[src/rtl/pc_fetch_unit_pkg.sv]
// Shared constants and FSM state type for the PC/fetch unit.
package pc_fetch_unit_pkg;

    localparam int unsigned JUMP_IDX_W = 26;
    localparam int unsigned PC_INCR    = 4;
    localparam int unsigned INSTR_W    = 32;
    localparam int unsigned CNT_W      = 32;

    typedef enum logic [1:0] {
        ST_FETCH = 2'd0,
        ST_EXEC  = 2'd1,
        ST_ERR   = 2'd2
    } state_e;

    // A register-indirect target must land on a word boundary.
    function automatic logic is_misaligned(input logic [1:0] lsb);
        return lsb != 2'b00;
    endfunction

endpackage

[src/rtl/next_pc_sel.sv]
// Combinational redirect-target compute and jr > jump > taken-branch > pc+4 select.
module next_pc_sel
    import pc_fetch_unit_pkg::*;
#(
    parameter int unsigned ADDR_W = 32
) (
    input  logic [ADDR_W-1:0]     pc_plus4,
    input  logic                  branch,
    input  logic                  zero,
    input  logic [ADDR_W-1:0]     branch_offset,
    input  logic                  jump,
    input  logic [JUMP_IDX_W-1:0] jump_index,
    input  logic                  jr,
    input  logic [ADDR_W-1:0]     jr_target,
    output logic [ADDR_W-1:0]     next_pc_c,
    output logic                  misaligned_c
);

    localparam int unsigned JT_W = JUMP_IDX_W + 2;

    logic [ADDR_W-1:0] branch_tgt;
    logic [ADDR_W-1:0] jump_tgt;
    logic [JT_W-1:0]   jump_low;

    assign branch_tgt = pc_plus4 + (branch_offset << 2);
    assign jump_low   = {jump_index, 2'b00};

    // Full-width PCs keep the current 256 MiB region; narrower PCs just truncate.
    if (ADDR_W == 32) begin : g_jump_region
        assign jump_tgt = {pc_plus4[ADDR_W-1:JT_W], jump_low};
    end else begin : g_jump_trunc
        assign jump_tgt = ADDR_W'(jump_low);
    end

    always_comb begin
        next_pc_c = pc_plus4;
        if (jr) begin
            next_pc_c = jr_target;
        end else if (jump) begin
            next_pc_c = jump_tgt;
        end else if (branch && zero) begin
            next_pc_c = branch_tgt;
        end
    end

    assign misaligned_c = jr && is_misaligned(jr_target[1:0]);

endmodule

[src/rtl/pc_fetch_unit.sv]
// Single-issue PC and instruction-fetch unit: FETCH/EXEC/ERR sequencing,
// instruction register and retired-instruction counter.
module pc_fetch_unit
    import pc_fetch_unit_pkg::*;
#(
    parameter int unsigned ADDR_W    = 32,
    parameter logic [31:0] RESET_VEC = 32'h0000_0000
) (
    input  logic                  clk,
    input  logic                  reset,
    input  logic                  stall,
    input  logic                  branch,
    input  logic                  zero,
    input  logic [ADDR_W-1:0]     branch_offset,
    input  logic                  jump,
    input  logic [JUMP_IDX_W-1:0] jump_index,
    input  logic                  jr,
    input  logic [ADDR_W-1:0]     jr_target,
    output logic                  imem_req,
    output logic [ADDR_W-1:0]     imem_addr,
    input  logic                  imem_ack,
    input  logic [INSTR_W-1:0]    imem_rdata,
    output logic                  instr_valid,
    output logic [INSTR_W-1:0]    instr,
    output logic [ADDR_W-1:0]     pc_out,
    output logic [ADDR_W-1:0]     pc_plus4,
    output logic                  fetch_err,
    output logic [CNT_W-1:0]      instret
);

    localparam logic [ADDR_W-1:0] RST_PC = ADDR_W'(RESET_VEC);

    state_e             state_q, state_d;
    logic [ADDR_W-1:0]  pc_q, pc_d;
    logic [INSTR_W-1:0] instr_q, instr_d;
    logic [CNT_W-1:0]   instret_q, instret_d;
    logic               err_q, err_d;

    logic [ADDR_W-1:0]  pc_plus4_c;
    logic [ADDR_W-1:0]  next_pc_c;
    logic               misaligned_c;

    assign pc_plus4_c = pc_q + ADDR_W'(PC_INCR);

    next_pc_sel #(
        .ADDR_W (ADDR_W)
    ) u_next_pc_sel (
        .pc_plus4      (pc_plus4_c),
        .branch        (branch),
        .zero          (zero),
        .branch_offset (branch_offset),
        .jump          (jump),
        .jump_index    (jump_index),
        .jr            (jr),
        .jr_target     (jr_target),
        .next_pc_c     (next_pc_c),
        .misaligned_c  (misaligned_c)
    );

    always_ff @(posedge clk or posedge reset) begin
        if (reset) begin
            state_q   <= ST_FETCH;
            pc_q      <= RST_PC;
            instr_q   <= '0;
            instret_q <= '0;
            err_q     <= 1'b0;
        end else begin
            state_q   <= state_d;
            pc_q      <= pc_d;
            instr_q   <= instr_d;
            instret_q <= instret_d;
            err_q     <= err_d;
        end
    end

    // Redirect inputs only matter on the EXEC cycle that actually retires.
    always_comb begin
        state_d   = state_q;
        pc_d      = pc_q;
        instr_d   = instr_q;
        instret_d = instret_q;
        err_d     = err_q;
        unique case (state_q)
            ST_FETCH: begin
                if (imem_ack) begin
                    instr_d = imem_rdata;
                    state_d = ST_EXEC;
                end
            end
            ST_EXEC: begin
                if (!stall) begin
                    if (misaligned_c) begin
                        err_d   = 1'b1;
                        state_d = ST_ERR;
                    end else begin
                        pc_d      = next_pc_c;
                        instret_d = instret_q + CNT_W'(1);
                        state_d   = ST_FETCH;
                    end
                end
            end
            ST_ERR: begin
                state_d = ST_ERR;
            end
            default: begin
                state_d = ST_FETCH;
            end
        endcase
    end

    // Request is gated by reset so an in-flight fetch drops immediately.
    assign imem_req    = (state_q == ST_FETCH) && !reset;
    assign imem_addr   = pc_q;
    assign instr_valid = (state_q == ST_EXEC);
    assign instr       = instr_q;
    assign pc_out      = pc_q;
    assign pc_plus4    = pc_plus4_c;
    assign fetch_err   = err_q;
    assign instret     = instret_q;

endmodule

[config.mk]
export PLATFORM = sky130hd
export DESIGN_NAME = pc_fetch_unit
export DESIGN_NICKNAME = d
export VERILOG_FILES = /design/src/rtl/pc_fetch_unit_pkg.sv /design/src/rtl/next_pc_sel.sv /design/src/rtl/pc_fetch_unit.sv
export SDC_FILE = /design/constraint.sdc
export NUM_CORES = 1
export LEC_CHECK = 0
export CORE_ASPECT_RATIO = 0.6
export CORE_MARGIN = 5
export CORE_UTILIZATION = 65
export DETAILED_ROUTE_END_ITERATION = 8
export DONT_BUFFER_PORTS = 1
export PLACE_DENSITY = 0.81
export SLEW_MARGIN = 25
export SYNTH_ARGS = -nofsm -noshare
export SYNTH_HDL_FRONTEND = slang
export SYNTH_SLANG_ARGS = --single-unit
[constraint.sdc]
create_clock -name clk -period 7.9 [get_ports clk]
set_clock_uncertainty 0.1 [all_clocks]
set_input_delay 1.185 -clock clk [delete_from_list [all_inputs] [get_ports clk]]
set_output_delay 1.185 -clock clk [all_outputs]
set_load 0.03 [all_outputs]
Yosys cells after proc, flatten, opt, wreduce, memory -nomap -nowiden
Index checks and enable logic that the tools add are counted.

$add $sub $neg: 3. Reductions and logical operators: 10. Equality and inequality tests: 4. Mux-type cells: 7. Bitwise operators: 2.

Operators by type and width (number): $mux 32 (3); $add 32x1->32 const B (1); $add 32x3->32 const B (1); $add 32x32->32 (1); $mux 2 (3); $pmux 2 s3 (1); $reduce_and 3->1 (2); $ne 2x2->1 const B (2); $reduce_and 2->1 (2); $logic_and 1x1->1 (3); $eq 2x1->1 const B (1); $eq 2x2->1 const B (1); $logic_not 2->1 (1); $not 1->1 (2); $reduce_bool 2->1 (1); $logic_not 1->1 (1).

Flip-flop bits (word level): 99. Output and inout bits: 163.

Logic depth before layout (Yosys ltp)
Gate-level depths: netlist (run 1).

Depth after elaboration: 5. Mapped depth: 17. Gate-level depth less buffers: 15.

Modules after synthesis
A second synthesis (run 1) with hierarchy kept.

Cell total of the unflattened synthesis: 822. Area, all modules: 7066.8 um^2.

Modules (own cells, without submodules): pc_fetch_unit (seq. area each 2477.4 um^2, times used 1, area an instance 4782.1 um^2, cells each 462); next_pc_sel (seq. area each 0.0 um^2, times used 1, area an instance 2284.7 um^2, cells each 360).

Least setup slack after synthesis (run 1)
No wires, ideal clock.

Path type: reg-to-reg. Start point: reg pc_q[4], in the netlist imem_addr[4]. End point: reg pc_q[31], in the netlist imem_addr[31]. Stages on the path, launching flop included: 17. Library setup time: 0.092 ns. Data required time: 7.708 ns. Clock period less this slack: 5.092 ns. Arrival: 4.901 ns. Setup slack: 2.808 ns. Cells stage by stage: dfrtp_1 > and4_2 > nand4_1 > or3b_1 > nor2_2 > nand3_1 > xnor2_1 > ha_1 > clkbuf_1 > a21oi_1 > nor2_1 > a211o_1 > o31ai_1 > o2bb2ai_1 > mux4_2 > a211o_1 > o31ai_2.

Cells in the longest elaborated chain, start to end: 5.

Ends and longest elaborated chain: from (decl) (line pc_fetch_unit.sv:34) `logic [ADDR_W-1:0] pc_q, pc_d;`; from (signal assigned) (line pc_fetch_unit.sv:69) `pc_q <= pc_d;`; $add 32x3->32 (line pc_fetch_unit.sv:43) `assign pc_plus4_c = pc_q + ADDR_W'(PC_INCR);`; via pc_plus4[24] (line pc_fetch_unit.sv:26) `output logic [ADDR_W-1:0] pc_plus4,`; $add 32x32->32 (line next_pc_sel.sv:25) `assign branch_tgt = pc_plus4 + (branch_offset << 2);`; $mux 32 (line next_pc_sel.sv:41) `end else if (branch && zero) begin`; $mux 32 (line next_pc_sel.sv:39) `end else if (jump) begin`; $mux 32 (line next_pc_sel.sv:37) `if (jr) begin`.

The timed path passes the listed nets, and every way through them passes these cells. A chain may end at the register's enable or synchronous reset.

Final worst setup path (run 1)
Start point: reg pc_q[7], in the netlist imem_addr[7]. End point: reg pc_q[31], in the netlist imem_addr[31].

Same word-level chain as after synthesis.

==> impl_metrics.py, run 1 <==
metrics = {
    "timing": {
        "setup_viol": 0,
        "drv_slew": 0,
        "max_freq_mhz": 169,
        "rsz0062_at_grt": "false",
        "hold_ws_ns": 0.538,
        "worst_pin_slew_ns": 1.06,
        "period_needed_ns": 5.91,
        "relSlewSlack": 0.291,
        "fin_crit_sh": 0.748,
        "tns_ns": 0,
        "final.setup.worst_slack_ns": 1.99,
        "hold_violations": 0,
    },
    "floorplan": {
        "dieArea_mm2": 0.0133,
        "die_w_um": 146,
        "rows": 29,
        "start_util": 0.672,
        "io_pins": 293,
        "die-height_um": 91.4,
        "core_mm2": 0.0107,
    },
    "synthesis": {
        "synth_most_common_cell": "dfrtp_1",
        "seq_area_frac_synth": 0.345,
        "ys_seq_elements": 99,
        "synthSimpleGateAreaFrac": 0.181,
        "synthArstFlopShare": 1.00,
        "synth-compound-area-share": 0.177,
        "yosys-top-cells-count": "dfrtp_1 (99), nand2_1 (88), xnor2_1 (62), nor2_1 (56), a21oi_1 (55)",
        "synth_top_area_frac": 0.345,
        "synth_cells": 797,
        "synth_fa_ha_area_frac": 0.0673,
        "synth_enable_flop_cells": 0,
        "syn-num-nets": 965,
        "yosysWarnings": 0,
        "syn_area_mm2": 0.00717,
        "ys_types": 65,
        "synth_top_family_by_area": "simple AND/OR/NAND/NOR gates",
        "synthXorXnorAreaFrac": 0.0975,
        "synth_area_leaders": "dfrtp_1 (35%), xnor2_1 (7.6%), ha_1 (6.5%), mux2_2 (5.7%), nand2_1 (4.6%)",
        "synth_area_leader_cell": "dfrtp_1",
        "muxShareOfSynthArea": 0.0666,
        "ys.flop_type": "dfrtp_1",
        "synth.avg_cell_area_um2": 9.00,
    },
    "clock_tree": {
        "postCtsSetupRepairBufs": 0,
        "root_buffer": "clkbuf_16",
        "cts_hold_buf": 0,
        "insertion_delay_ns": 0.35,
        "htreeDepth": 3,
        "clk_pin_slew_worst_paths_ns": 0.08,
        "cts.sinks": 99,
        "cts_resized": 0,
        "cts_buffers": 9,
        "cts_tree": "yes",
        "cts.path.max_buffers": 2,
    },
    "worst_hold_path": {
        "hp-start": "state_q[0]",
        "hp-class": "reg -> reg",
    },
    "place": {
        "hpwl_um": 17500,
        "post-place-ws_ns": 2.13,
        "placed_cell_area_mm2": 0.00708,
        "io_buffers": 0,
        "gp_congestion": 0.905,
    },
    "critical_path": {
        "r2r_cells": 14,
        "worstSetupPathType": "reg -> reg",
        "crit_start": "imem_addr[7]",
        "r2r-end": "imem_addr[31]",
        "arrival_ns": 6.07,
        "cp_max_fo": 9,
        "critPathCapture": "imem_addr[31]",
        "start_kind": "flip-flop",
        "r2r-start": "imem_addr[7]",
        "reg2reg_slack_ns": 1.99,
        "critPathRequiredTime_ns": 8.06,
        "crit_path_end_kind": "flip-flop",
    },
    "cells_and_area": {
        "nFillCells": 834,
        "fin_area_mm2": 0.00740,
        "final_nets": 928,
        "drive_gt1_frac": 0.112,
        "fin_util": 0.694,
        "n_antenna_cell": 0,
        "syn_to_final_growth_pct": 3.19,
    },
    "detailed_routing": {
        "drc": 0,
        "dr.pass1.iters": 5,
        "drt_iter0_markers": 630,
        "vias": 6374,
        "ant_nets": 0,
        "routed_wl_um": 22600,
        "wl_per_cell_um": 25.0,
        "via_per_inst": 7.05,
    },
    "power": {
        "p_per_area_mw_per_mm2": 461,
        "peakVddDrop_mv": 0.297,
        "leakage_nw": 3.21,
    },
    "global_route": {
        "grt_max_degree": 55,
        "overflow": 0,
        "first_global_vias": 5961,
        "grt_pass1_wl_um": 34500,
        "grt_usage": 0.323,
        "antenna_found_initial": 2,
    },
    "status": {
        "outcome": "finished, final reports clean",
    },
    "flow_run": {
        "max_cap_violations": 0,
    },
}
[state kept, by name, summed over array words and instances, names as in the netlist]
signal and flops:
state_q 2, fetch_err 1, instr 32, imem_addr 32
instret 32
[stage by stage]
stage,instances,power [mW]
5_1_grt,904,3.58
6_report,904,3.41
3_5_place_dp,888,2.91
4_1_cts,904,3.37
2_1_floorplan,797,2.63
3_3_place_gp,888,2.86
[worst max-delay path: stages (launching register included)]
cell	delay (ns)
dfrtp_1	0.86
and4_2	0.41
nand4_1	0.35
or3b_1	0.59
nor3_1	0.25
xor2_1	0.76
ha_1	0.48
nand2_1	0.11
nor2_1	0.04
a211o_1	0.25
o31ai_1	0.28
o2bb2ai_1	0.27
mux4_2	0.55
a211o_1	0.29
o31ai_2	0.22
[layer usage]
layer	global-route usage	routed length, µm
met5	0	26
met4	0.0994	558
met3	0.123	2980
met2	0.479	9850
met1	0.442	9180
[cells by family after synthesis]
group,after synthesis
AOI/OAI and AO/OA,197
xor gates and xnor gates,79
adders and majority gates,38
buffers and inverters,81
DFF,99
muxes,42
and+or+nand+nor,261
[layout by cell type (no fill, tap or decap), types with 18 or more instances in the layout]
master / count
dfrtp_1: 99
nor2_1: 56
and3_1: 18
nand2_1: 88
mux2_2: 36
nand4_1: 22
o21ai_0: 41
nand3_1: 24
xnor2_1: 60
a21oi_1: 55
ha_1: 37
[how the worst min path moves through the flow]
stage | endpoint | slack (ns) | depth (start not counted)
detailed placement | fetch_err | 0.51 | 1
floorplan | fetch_err | 0.43 | 1
finish | fetch_err | 0.54 | 1
CTS | fetch_err | 0.54 | 1
global route | fetch_err | 0.54 | 1
global placement | fetch_err | 0.47 | 1
[final cells by class]
type,instances,area [µm²],area share
Sequential cell,99,2480,0.335
Timing Repair Buffer,16,120,0.0162
Multi-Input combinational cell,617,4250,0.574
Tap cell,139,174,0.0235
Clock inverter,7,91.3,0.0123
Inverter,17,66.3,0.00896
Clock buffer,9,225,0.0304
[report_power, final]
group	switching (mW)	leakage (nW)	internal (mW)
logic	0.932	1.82	0.589
clock network	0.227	0.152	0.230
registers	0.768	1.24	0.665
Note: power is estimated with default switching activity, not from simulation.
==> inputs of run 2 (changes only) <==
--- a/config.mk
+++ b/config.mk
@@ -7,10 +7,10 @@
 export LEC_CHECK = 0
 export CORE_ASPECT_RATIO = 0.6
 export CORE_MARGIN = 5
-export CORE_UTILIZATION = 65
+export CORE_UTILIZATION = 59
 export DETAILED_ROUTE_END_ITERATION = 8
 export DONT_BUFFER_PORTS = 1
-export PLACE_DENSITY = 0.81
+export PLACE_DENSITY = 0.78
 export SLEW_MARGIN = 25
 export SYNTH_ARGS = -nofsm -noshare
 export SYNTH_HDL_FRONTEND = slang
==> constraint.sdc (replaced) <==
create_clock -name clk -period 5.1 [get_ports clk]
set_clock_uncertainty 0.1 [all_clocks]
set_input_delay 0.765 -clock clk [delete_from_list [all_inputs] [get_ports clk]]
set_output_delay 0.765 -clock clk [all_outputs]
set_load 0.03 [all_outputs]
==> impl_metrics.py, run 2 (synthesis gave the netlist of run 1 again) <==
metrics = {
    "timing": {
        "final.setup.worst_slack_ns": 0.219,
        "rsz0062_at_grt": "false",
        "max_freq_mhz": 205,
        "tns_ns": 0,
        "hold_violations": 0,
        "worst_pin_slew_ns": 0.935,
        "setup_viol": 0,
        "drv_slew": 0,
        "relSlewSlack": 0.372,
        "fin_crit_sh": 0.957,
        "period_needed_ns": 4.88,
    },
    "critical_path": {
        "cp_max_fo": 10,
        "worstSetupPathType": "reg -> reg",
        "reg2reg_slack_ns": 0.22,
        "arrival_ns": 5.04,
        "critPathRequiredTime_ns": 5.26,
        "max_stage_delay_ns": 0.57,
        "path_buf_inv": 0,
        "r2r-end": "imem_addr[31]",
        "crit_start": "imem_addr[10]",
        "cp_top_family": "compound AO/OA/AOI/OAI gates",
        "crit_path_end_kind": "flip-flop",
        "cp.depth": 15,
        "r2r_cells": 15,
        "start_kind": "flip-flop",
        "cp_slowest_cell": "mux4_2",
        "r2r-start": "imem_addr[10]",
        "critPathCapture": "imem_addr[31]",
        "path_cells": "and4_1, and4_1, or3b_1, nor2_2, nand3_1, xnor2_1, ha_1, a21oi_1, nor2_1, a211o_1, o31ai_2, o2bb2ai_1, mux4_2, a211o_1, o31ai_2",
    },
    "place": {
        "post-place-ws_ns": 0.331,
        "hpwl_um": 18800,
        "gp_congestion": 1.03,
        "io_buffers": 0,
        "place_inst": 957,
    },
    "clock_tree": {
        "cts.sinks": 99,
        "htreeDepth": 3,
        "clk_pin_slew_worst_paths_ns": 0.08,
        "root_buffer": "clkbuf_16",
        "cts_tree": "yes",
        "insertion_delay_ns": 0.36,
        "cts.path.max_buffers": 2,
        "cts_hold_buf": 0,
        "cts_buffers": 9,
    },
    "floorplan": {
        "dieArea_mm2": 0.0145,
        "core_mm2": 0.0120,
        "rows": 31,
        "start_util": 0.598,
        "die-height_um": 95.4,
        "die_w_um": 152,
        "io_pins": 293,
    },
    "cells_and_area": {
        "final_nets": 971,
        "ff_latch_area_mm2": 0.00248,
        "syn_to_final_growth_pct": 8.11,
        "final_common_cell": "dfrtp_1",
        "nFillCells": 956,
        "multi_input_comb_area_mm2": 0.00424,
        "final_cell_mix": "dfrtp_1 (99), nand2_1 (88), xnor2_1 (62)",
        "finalNonFillerCells": 974,
        "drive_gt1_frac": 0.160,
    },
    "worst_hold_path": {
        "hp-class": "in -> async",
    },
    "flow_run": {
        "max_cap_violations": 0,
    },
    "power": {
        "power.total_mw": 5.52,
        "p_per_area_mw_per_mm2": 711,
        "leakage_nw": 3.41,
        "peakVddDrop_mv": 0.349,
    },
    "global_route": {
        "grt_max_degree": 54,
        "antenna_found_initial": 1,
        "overflow": 0,
        "grt_pass1_wl_um": 35700,
        "grt_usage": 0.316,
        "first_global_vias": 6224,
    },
    "detailed_routing": {
        "ant_nets": 0,
        "drt_iter0_markers": 634,
        "wl_per_cell_um": 24.4,
        "via_per_inst": 6.71,
        "routed_wl_um": 23800,
        "drc": 0,
        "vias": 6536,
        "dr.pass1.iters": 5,
    },
    "status": {
        "outcome": "finished, final reports clean",
    },
}
==> run 2: repair_timing <==
action / 4_1_cts / 5_1_grt
resized for setup: 0 / 1
buffers inserted: 0 / 0
setup endpoints to repair: 0 / 1
==> run 2: metrics by stage <==
| stage | util | instance area (µm²) | hold WS [ns] |
|---|---|---|---|
| 2_1_floorplan | - | 7170 | 0.430 |
| 3_3_place_gp | 0.620 | 7430 | 0.462 |
| 3_5_place_dp | 0.620 | 7430 | 0.492 |
| 4_1_cts | 0.646 | 7740 | 0.250 |
| 5_1_grt | 0.647 | 7750 | 0.281 |
| 6_report | 0.647 | 7750 | 0.239 |
==> run 2: cell type report <==
class / count / share of cell area
antenna: 1 / 0.000323
sequential: 99 / 0.319
clock buffer: 9 / 0.0290
inverter: 17 / 0.00855
timing repair buffer: 59 / 0.0571
clock inverter: 7 / 0.0118
tap: 165 / 0.0266
multi-input combinational: 617 / 0.547
==> run 2: worst min path at each step <==
stage                     from           to  slack, ns  cells past startpoint
floorplan           state_q[0]    fetch_err       0.43                      1
global placement    state_q[0]    fetch_err       0.46                      1
detailed placement  state_q[0]    fetch_err       0.49                      1
CTS                      reset     instr[1]       0.25                      1
global route             reset     instr[1]       0.28                      1
finish                   reset  instret[18]       0.24                      1
==> run 2: power by group <==
| group | internal [mW] | total (mW) | switching [mW] | leakage, nW |
|---|---|---|---|---|
| clock network | 0.356 | 0.708 | 0.352 | 0.152 |
| logic | 1.10 | 3.14 | 2.04 | 2.02 |
| registers | 1.04 | 1.66 | 0.621 | 1.24 |
==> run 2: per-layer routing <==
metal  GRT usage  vias up  share of wire
met3       0.128       47           0.13
li1            -     2881              -
met1       0.426     3195           0.41
met2       0.480      413           0.44
met4      0.0800        0          0.017
met5           0        -              0
==> run 2: worst register-to-register path, cell delays in order (launching register included) <==
cell and delay (ns):
dfrtp_1 0.51, and4_1 0.31, and4_1 0.24, or3b_1 0.49
nor2_2 0.26, nand3_1 0.12, xnor2_1 0.22, ha_1 0.37
a21oi_1 0.20, nor2_1 0.07, a211o_1 0.27, o31ai_2 0.25
o2bb2ai_1 0.30, mux4_2 0.57, a211o_1 0.30, o31ai_2 0.22
==> inputs of run 3 (changes only) <==
--- a/config.mk
+++ b/config.mk
@@ -5,7 +5,6 @@
 export SDC_FILE = /design/constraint.sdc
 export NUM_CORES = 1
 export LEC_CHECK = 0
-export CORE_ASPECT_RATIO = 0.6
 export CORE_MARGIN = 5
 export CORE_UTILIZATION = 59
 export DETAILED_ROUTE_END_ITERATION = 8
==> impl_metrics.py, run 3 (synthesis gave the netlist of run 1 again) <==
metrics = {
    "clock_tree": {
        "postCtsSetupRepairBufs": 0,
        "cts_buffers": 9,
        "cts_tree": "yes",
        "insertion_delay_ns": 0.34,
        "htreeDepth": 3,
        "cts.sinks": 99,
        "cts_hold_buf": 0,
        "cts_resized": 0,
        "root_buffer": "clkbuf_16",
        "clk_pin_slew_worst_paths_ns": 0.08,
        "cts.path.max_buffers": 2,
    },
    "floorplan": {
        "dieArea_mm2": 0.0145,
        "io_pins": 293,
        "core_mm2": 0.0120,
        "rows": 40,
        "start_util": 0.600,
        "die_w_um": 120,
        "die-height_um": 120,
    },
    "detailed_routing": {
        "dr.pass1.iters": 5,
        "drt_iter0_markers": 747,
        "ant_nets": 0,
        "wl_met2_um": 10300,
        "wl_met3_um": 2400,
        "routed_wl_um": 22200,
        "via_per_inst": 6.66,
        "vias": 6361,
        "highest_layer": "met4",
        "wl_met1_um": 9080,
        "drc": 0,
        "wl_per_cell_um": 23.3,
    },
    "timing": {
        "drv_slew": 0,
        "hold_violations": 0,
        "worst_pin_slew_ns": 1.03,
        "fin_crit_sh": 0.928,
        "max_freq_mhz": 211,
        "period_needed_ns": 4.73,
        "setup_viol": 0,
        "hold_ws_ns": 0.389,
        "relSlewSlack": 0.310,
        "rsz0062_at_grt": "false",
        "tns_ns": 0,
    },
    "critical_path": {
        "path_cells": "ha_1, nand4_1, or3b_1, nor2_2, nand3_1, xnor2_1, ha_1, a21oi_1, nor2_1, a211o_1, o31ai_1, o2bb2ai_1, mux4_2, a211o_1, o31ai_2",
        "arrival_ns": 4.89,
        "r2r-end": "imem_addr[31]",
        "path_buf_inv": 0,
        "reg2reg_slack_ns": 0.37,
        "r2r-start": "imem_addr[3]",
        "cp_top_family": "compound AO/OA/AOI/OAI gates",
        "cp_max_fo": 10,
        "crit_path_end_kind": "flip-flop",
        "cp.depth": 15,
        "max_stage_delay_ns": 0.54,
        "start_kind": "flip-flop",
        "crit_start": "imem_addr[3]",
        "cp_slowest_cell": "mux4_2",
        "worstSetupPathType": "reg -> reg",
        "critPathRequiredTime_ns": 5.26,
        "r2r_cells": 15,
    },
    "place": {
        "gp_congestion": 0.990,
        "place_inst": 938,
        "io_buffers": 0,
        "hpwl_um": 17400,
    },
    "global_route": {
        "grt_usage": 0.296,
        "grt_pass1_wl_um": 34100,
        "grt_max_degree": 72,
        "antenna_found_initial": 2,
        "first_global_vias": 6094,
        "overflow": 0,
    },
    "power": {
        "p_per_area_mw_per_mm2": 706,
        "peakVddDrop_mv": 0.275,
        "power.total_mw": 5.43,
        "leakage_nw": 3.40,
    },
    "flow_run": {
        "max_cap_violations": 0,
    },
    "cells_and_area": {
        "fin_util": 0.643,
        "final_cell_mix": "dfrtp_1 (99), nand2_1 (88), xnor2_1 (62)",
        "finalNonFillerCells": 955,
        "final_common_cell": "dfrtp_1",
        "drive_gt1_frac": 0.156,
        "final_nets": 970,
        "syn_to_final_growth_pct": 7.19,
    },
    "status": {
        "outcome": "finished, final reports clean",
    },
    "worst_hold_path": {
        "hp-class": "in -> async",
    },
}
[run 3: changes by cell type in the layout (fill, tap and decap cells not counted), moves of 2 or more]
cell	previous run	this run
inv_8	0	3
clkinv_4	0	2
inv_6	3	1
clkinv_8	3	0
[run 3: area by class of cell]
| class | count | area (µm²) |
|---|---|---|
| clock inverter | 7 | 65.1 |
| clock buffer | 9 | 225 |
| inverter | 17 | 66.3 |
| fill | 1001 | 4270 |
| antenna | 1 | 2.50 |
| multi-input combinational | 617 | 4230 |
| sequential | 99 | 2480 |
| tap | 147 | 184 |
| timing repair buffer | 58 | 435 |
[run 3: metrics by stage]
step                instance area (µm²)  setup WS, ns
finish                             7690         0.368
CTS                                7690         0.445
global route                       7690         0.110
floorplan                          7170       0.00768
global placement                   7400         0.486
detailed placement                 7400         0.481
[run 3: where the power goes]
group	internal (mW)	leakage (nW)	switching (mW)
clock network	0.344	0.146	0.320
registers	1.04	1.24	0.630
logic	1.10	2.02	1.99
[run 3: worst max-delay path by stage]
stage	to	slack, ns
6_report	imem_addr[31]	0.37
5_1_grt	imem_addr[31]	0.11
4_1_cts	imem_addr[31]	0.45
3_5_place_dp	imem_addr[31]	0.48
3_3_place_gp	imem_addr[31]	0.49
2_1_floorplan	imem_addr[31]	0.008
[run 3: per-layer routing]
metal | vias up | GRT usage
met5 | - | 0
met1 | 3086 | 0.389
met3 | 40 | 0.0823
met2 | 368 | 0.479
met4 | 0 | 0.0892
li1 | 2867 | -
[run 3: worst register-to-register path, stage by stage (launching register included)]
cell,delay (ns)
dfrtp_1,0.38
ha_1,0.23
nand4_1,0.27
or3b_1,0.53
nor2_2,0.24
nand3_1,0.13
xnor2_1,0.26
ha_1,0.38
a21oi_1,0.18
nor2_1,0.07
a211o_1,0.27
o31ai_1,0.32
o2bb2ai_1,0.22
mux4_2,0.54
a211o_1,0.29
o31ai_2,0.24
